## src/rtl/psx_pad_decoder.sv

```systemverilog
// psx_pad_decoder
// Consumer stage for the dual PSX controller poller. On DataReady, walks both
// controllers' byte buffers in parallel, validates each frame, decodes buttons
// and steering into active-high player inputs, releases the poller with a
// one-cycle read_burst, and marks a pad stale after STALE_FRAMES vsync edges
// without a valid frame.
// Optional build macro: PAD_DEADZONE_EN (forces small analog steer to 0).
module psx_pad_decoder #(
  parameter int unsigned STALE_FRAMES = 8,
  parameter int unsigned DEADZONE     = 16
) (
  input  logic        clk,
  input  logic        rst,
  input  logic        vsync,
  input  logic        DataReady,
  input  logic [7:0]  ControllerByte1,
  input  logic [7:0]  ControllerByte2,
  output logic [3:0]  ByteAddress1,
  output logic [3:0]  ByteAddress2,
  output logic        read_burst,
  output logic [15:0] p1_buttons,
  output logic [15:0] p2_buttons,
  output logic [15:0] p1_press,
  output logic [15:0] p2_press,
  output logic [7:0]  p1_steer,
  output logic [7:0]  p2_steer,
  output logic        p1_analog,
  output logic        p2_analog,
  output logic        p1_valid,
  output logic        p2_valid,
  output logic        update
);

  typedef enum logic [1:0] {IDLE, FETCH, COMMIT, RELEASE} state_t;

`ifdef PAD_DEADZONE_EN
  localparam bit DZ_EN = 1'b1;
`else
  localparam bit DZ_EN = 1'b0;
`endif
  localparam int         DZ        = int'(DEADZONE);
  localparam logic [2:0] LAST_SLOT = 3'd5;

  // Shadow slot order: 0 ID, 1 sync (0x5A), 2 buttons lo, 3 buttons hi, 4 LX, 5 LY
  state_t      state;
  logic [2:0]  idx;
  logic [7:0]  shadow [2][6];
  logic        vs_q;

  logic [15:0] btn_q    [2];
  logic [15:0] press_q  [2];
  logic [7:0]  steer_q  [2];
  logic [7:0]  cnt_q    [2];
  logic        analog_q [2];
  logic        valid_q  [2];

  logic        vs_rise;
  logic        commit_ok [2];
  logic        stale_hit [2];
  logic [15:0] btn_new   [2];
  logic [7:0]  steer_new [2];
  logic [7:0]  cnt_inc   [2];

  function automatic logic [3:0] slot_addr(input logic [2:0] s);
    case (s)
      3'd0:    slot_addr = 4'd1;
      3'd1:    slot_addr = 4'd2;
      3'd2:    slot_addr = 4'd3;
      3'd3:    slot_addr = 4'd4;
      3'd4:    slot_addr = 4'd7;
      3'd5:    slot_addr = 4'd8;
      default: slot_addr = 4'd0;
    endcase
  endfunction

  function automatic logic frame_ok(input logic [7:0] id, input logic [7:0] sync);
    return ((id == 8'h41) || (id == 8'h73)) && (sync == 8'h5A);
  endfunction

  // Analog: LX offset-binary to two's complement, -128 folded to -127.
  // Digital: Left/Right d-pad bits are active-low in the raw byte.
  function automatic logic [7:0] steer_of(input logic [7:0] id, input logic [7:0] b3,
                                          input logic [7:0] lx);
    logic [7:0]        u;
    logic signed [7:0] s;
    logic              left;
    logic              right;
    if (id == 8'h73) begin
      u = lx ^ 8'h80;
      if (u == 8'h80) u = 8'h81;
      s = $signed(u);
      if (DZ_EN && (int'(s) > -DZ) && (int'(s) < DZ)) s = 8'sd0;
      return s;
    end
    left  = ~b3[7];
    right = ~b3[5];
    if (left && !right) return 8'h81;
    if (right && !left) return 8'h7F;
    return 8'h00;
  endfunction

  // Decode the captured frame and the next stale-counter value per pad
  always_comb begin
    vs_rise = vsync & ~vs_q;
    for (int unsigned p = 0; p < 2; p++) begin
      btn_new[p]   = ~{shadow[p][3], shadow[p][2]};
      steer_new[p] = steer_of(shadow[p][0], shadow[p][2], shadow[p][4]);
      commit_ok[p] = (state == COMMIT) && frame_ok(shadow[p][0], shadow[p][1]);
      cnt_inc[p]   = (vs_rise && (cnt_q[p] != 8'hFF)) ? cnt_q[p] + 8'd1 : cnt_q[p];
      stale_hit[p] = (32'(cnt_inc[p]) >= STALE_FRAMES);
    end
  end

  // Sequencer, shadow capture and registered player outputs
  always_ff @(posedge clk or negedge rst) begin
    if (!rst) begin
      state        <= IDLE;
      idx          <= '0;
      vs_q         <= 1'b0;
      ByteAddress1 <= '0;
      ByteAddress2 <= '0;
      read_burst   <= 1'b0;
      update       <= 1'b0;
      for (int unsigned p = 0; p < 2; p++) begin
        for (int unsigned s = 0; s < 6; s++) shadow[p][s] <= '0;
        btn_q[p]    <= '0;
        press_q[p]  <= '0;
        steer_q[p]  <= '0;
        cnt_q[p]    <= '0;
        analog_q[p] <= 1'b0;
        valid_q[p]  <= 1'b0;
      end
    end else begin
      vs_q       <= vsync;
      read_burst <= 1'b0;
      update     <= 1'b0;

      case (state)
        IDLE: begin
          idx <= '0;
          if (DataReady) begin
            state        <= FETCH;
            ByteAddress1 <= slot_addr(3'd0);
            ByteAddress2 <= slot_addr(3'd0);
          end
        end
        FETCH: begin
          // Address was registered last edge, so the byte has settled a full cycle
          shadow[0][idx] <= ControllerByte1;
          shadow[1][idx] <= ControllerByte2;
          if (idx == LAST_SLOT) begin
            state        <= COMMIT;
            idx          <= '0;
            ByteAddress1 <= '0;
            ByteAddress2 <= '0;
          end else begin
            idx          <= idx + 3'd1;
            ByteAddress1 <= slot_addr(idx + 3'd1);
            ByteAddress2 <= slot_addr(idx + 3'd1);
          end
        end
        COMMIT: begin
          read_burst <= 1'b1;
          update     <= 1'b1;
          state      <= RELEASE;
        end
        RELEASE: begin
          if (!DataReady) state <= IDLE;
        end
        default: state <= IDLE;
      endcase

      // A valid commit beats a coincident vsync edge; stale zeroing otherwise wins
      for (int unsigned p = 0; p < 2; p++) begin
        press_q[p] <= '0;
        if (commit_ok[p]) begin
          btn_q[p]    <= btn_new[p];
          press_q[p]  <= btn_new[p] & ~btn_q[p];
          steer_q[p]  <= steer_new[p];
          analog_q[p] <= (shadow[p][0] == 8'h73);
          valid_q[p]  <= 1'b1;
          cnt_q[p]    <= '0;
        end else begin
          cnt_q[p] <= cnt_inc[p];
          if (stale_hit[p]) begin
            btn_q[p]    <= '0;
            steer_q[p]  <= '0;
            analog_q[p] <= 1'b0;
            valid_q[p]  <= 1'b0;
          end
        end
      end
    end
  end

  assign p1_buttons = btn_q[0];
  assign p2_buttons = btn_q[1];
  assign p1_press   = press_q[0];
  assign p2_press   = press_q[1];
  assign p1_steer   = steer_q[0];
  assign p2_steer   = steer_q[1];
  assign p1_analog  = analog_q[0];
  assign p2_analog  = analog_q[1];
  assign p1_valid   = valid_q[0];
  assign p2_valid   = valid_q[1];

endmodule

```

## config.mk

```make
export PLATFORM = sky130hd
export DESIGN_NAME = psx_pad_decoder
export DESIGN_NICKNAME = d
export VERILOG_FILES = /design/src/rtl/psx_pad_decoder.sv
export SDC_FILE = /design/constraint.sdc
export NUM_CORES = 1
export LEC_CHECK = 0
export BUFFER_PORTS_ARGS = -buffer_cell sky130_fd_sc_hd__buf_2
export CAP_MARGIN = 0
export CELL_PAD_IN_SITES_DETAIL_PLACEMENT = 1
export CELL_PAD_IN_SITES_GLOBAL_PLACEMENT = 2
export CORE_MARGIN = 1.5
export CORE_UTILIZATION = 35
export CTS_CLUSTER_DIAMETER = 200
export DETAILED_ROUTE_END_ITERATION = 6
export PLACE_DENSITY = 0.84
export SYNTH_ARGS = -nofsm -noshare
export SYNTH_HDL_FRONTEND = slang
export SYNTH_SLANG_ARGS = --single-unit
```

## constraint.sdc

```tcl
create_clock -name clk -period 2.01 [get_ports clk]
set_clock_uncertainty 0.1 [all_clocks]
set_input_delay 0.201 -clock clk [delete_from_list [all_inputs] [get_ports clk]]
set_output_delay 0.201 -clock clk [all_outputs]
set_load 0.01 [all_outputs]
```

==> results.yml <==
status:
  outcome: "complete, but fails checks"
  violations: "negative setup slack"
global_routing:
  grt_pass1_vias: 6062
  grt_max_degree: 63
  grt_overflow: 0
  grt_util_all_layers_pct: 18.0
  grt_antenna_before_repair: 0
  grt_pass1_wl_um: 33400
worst_setup_path:
  critical-path-max-stage-delay_ps: 420
  path_class: "reg -> reg"
  timing.rr.start: "state[0]"
  cp_cell_sequence: "inv_2, ha_4, nand3b_1, nor4_2, buf_4, nand3_4, buf_12, buf_6, nor2_1, a31o_1"
  crit_arrival_ps: 2380
  cp_max_fo: 7
  critical_path.top_delay_family: "simple AND/OR/NAND/NOR gates"
  critPathRequiredTime_ps: 2280
  cpMaxStageDelayCell: "dfrtp_1"
  worstSetupStartpointType: "flip-flop"
  cp.buffers_inverters: 4
  endpoint_kind: "flip-flop"
  crit_start: "state[0]"
synth:
  synthTopCellsByArea: "dfrtp_1 60%, mux2_2 11%, nand2_1 2.4%, a31o_1 2.1%, ha_1 1.9%"
  synth_top_family_by_area: "simple AND/OR/NAND/NOR gates"
  synth_common_cells: "191 x dfrtp_1, 75 x mux2_2, 50 x nand2_1"
  synth_edf_count: 0
  synth_area_leader_cell: "dfrtp_1"
  async_reset_ff_share_pct: 100
  synth_compound_area_share_pct: 10.2
  syn-cell-area_mm2: 0.00796
  synth_nets: 674
  synthCells: 642
  yosys.area_share.simple_pct: 12.7
  synth_fa_ha_area_share_pct: 1.89
  synth-main-ff-cell: "dfrtp_1"
  ys_ff_latch: 191
  seq_area_frac_synth_pct: 60.0
  synth_cell_types: 63
  synthMuxAreaShare_pct: 11.1
  synth_xor_area_share_pct: 0.770
  synth_most_common_cell: "dfrtp_1"
  syn_avg_cell_area_um2: 12.4
  yosysTopAreaCellShare_pct: 60.0
  yosys_warnings: 0
sta:
  rsz0062_at_grt: "true"
  relSlewSlack_pct: 66.4
  slew_violations: 0
  tightest_slew_ps: 504
  setup_viol: 55
  period_minus_slack_ps: 2110
  period_share_pct: 105
  worst_slack_ps: -98.8
  hold_viol_final: 0
  fmax_mhz: 474
clocking:
  worst_skew_pair.late_latency_ps: 440
  path_clk_slew_ps: 70
  cts.sinks: 191
  cts_tree: "built"
  clockBufferDepth: 2
  clockRootBuffer: "clkbuf_16"
  htree_num_levels: 4
  numCtsBuffers: 17
detailed_routing:
  drt_wl_total_um: 22900
  drtIter0Drc: 322
  first_pass_iters: 4
  drc: 0
  ant_nets: 0
  wl_per_cell_um: 20.8
  vias: 5821
  via_per_inst: 5.29
pwr:
  ir_drop_mv: 0.503
  seq_power_share_pct: 43.3
  clock_power_share_pct: 25.0
  sw_frac_of_total_pct: 33.3
  intPower_uw: 9060
  p_sw_uw: 4530
  p_leak_uw: 0.00502
  pwr_density_cell_mw_per_mm2: 1280
  combPwrFrac_pct: 31.7
hold_path:
  hp-class: "in -> reg"
  worstHoldStart: "ControllerByte1[7]"
layout:
  n_antenna_cell: 0
  post-route-util_pct: 48.1
  synthToLayoutAreaGrowth_pct: 33.6
  nets: 840
  post_route_cells_drive_above_1_share_pct: 46.7
  final_cells: 1101
  fillers: 2248
floorplanning:
  die_x_um: 154
  die_h_um: 154
  start_util_pct: 36.0
  core_area_mm2: 0.0221
  rows: 54
  die_area_mm2: 0.0237
  io_pins: 114
flow_run:
  drv_cap: 0
place:
  dp_hpwl_um: 13700
  routabilityCongestion: 0.754
  place_inst: 1045
  portBuffers: 113
## power by group through the flow
stage / registers [µW] / logic (µW) / clock network [µW]
2_1_floorplan: 5530 / 2490 / 0
3_3_place_gp: 5710 / 3470 / 0
3_5_place_dp: 5770 / 3590 / 0
4_1_cts: 5750 / 3870 / 3470
5_1_grt: 6020 / 4690 / 3600
6_report: 5880 / 4310 / 3400
## layout by cell type (no fill, tap or decap), types with 5 or more instances in the layout
master	synthesis	final
a21oi_1	24	22
a31o_1	19	19
a31o_4	0	5
and3_1	7	5
buf_12	0	12
buf_2	9	112
buf_4	7	33
buf_6	4	9
clkbuf_16	0	22
dfrtp_1	191	187
dlygate4sd3_1	0	7
ha_1	12	9
inv_1	16	14
mux2_2	75	75
nand2_1	50	49
nand3_1	8	6
nor2_1	38	33
nor2_2	1	5
nor2b_1	6	6
nor3_1	29	7
nor3_2	11	27
nor3_4	0	6
o21ai_0	16	16
o22ai_1	24	6
o22ai_2	0	16
## routing by layer
layer,track usage (%),routed length [µm]
met5,0,0
met4,4.81,361
met3,3.18,732
met2,30.5,11800
met1,23.8,10000
## per-stage QoR
step                      instance area, µm²  hold slack, ps  setup WS (ps)  setup TNS [ps]  power, µW
final                                  10600            17.5          -98.8           -3010      13600
after global routing                   10600            16.0           -208           -8770      14300
after CTS                               9980            5.35          -60.0           -1350      13100
after detailed placement                9210            33.6          -48.4            -690       9360
after global placement                  9210            31.5           21.0               0       9190
after floorplan                         8000            -195          -44.5            -675       8020
## worst register-to-register path, stage by stage, from the launching register on
cell and delay (ps):
dfrtp_1 420, inv_2 100, ha_4 150, nand3b_1 110, nor4_2 280, buf_4 190
nand3_4 100, buf_12 170, buf_6 150, nor2_1 150, a31o_1 130
## kinds of logic after synthesis
logic type                 count (synthesis)
buffers and inverters                     52
muxes                                     79
xor gates and xnor gates                   7
DFF                                      191
AOI/OAI and AO/OA                        114
and+or+nand+nor                          187
adders and majority gates                 12
## area by class of cell
class	instances	area (µm²)	share of cell area [%]
sequential	191	4780	45.0
multi-input combinational	399	3420	32.2
timing repair buffer	183	1430	13.5
clock buffer	24	482	4.53
tap	280	350	3.29
clock inverter	8	104	0.976
inverter	16	60.1	0.565
## worst paths after layout
kind	end	slack, ps	cells after the start
max	p2_buttons[7]	-100	10
min	shadow[79]	20	3
max reg2reg	p2_buttons[7]	-100	10
min reg2reg	p2_press[13]	360	1
max in group asynchronous	p1_steer[4]	1020	3
min in group asynchronous	shadow[68]	130	2
## registers in the layout, indices dropped and copies added, names as in the netlist, 3 cells and up
register,cells
p2_press,16
p1_steer,8
p1_buttons,16
p2_steer,8
p1_press,16
ByteAddress2,4
idx,3
shadow,80
p2_buttons,16
cnt_q,16
## timing repair
item	in CTS	in global routing
hold endpoints to repair	199	0
pin swaps	1	21
setup buffers	2	4
resized for setup	12	89
setup endpoints to repair	54	130
gates cloned	2	9
hold buffers	7	0
Power figures use the tool's default switching activity.
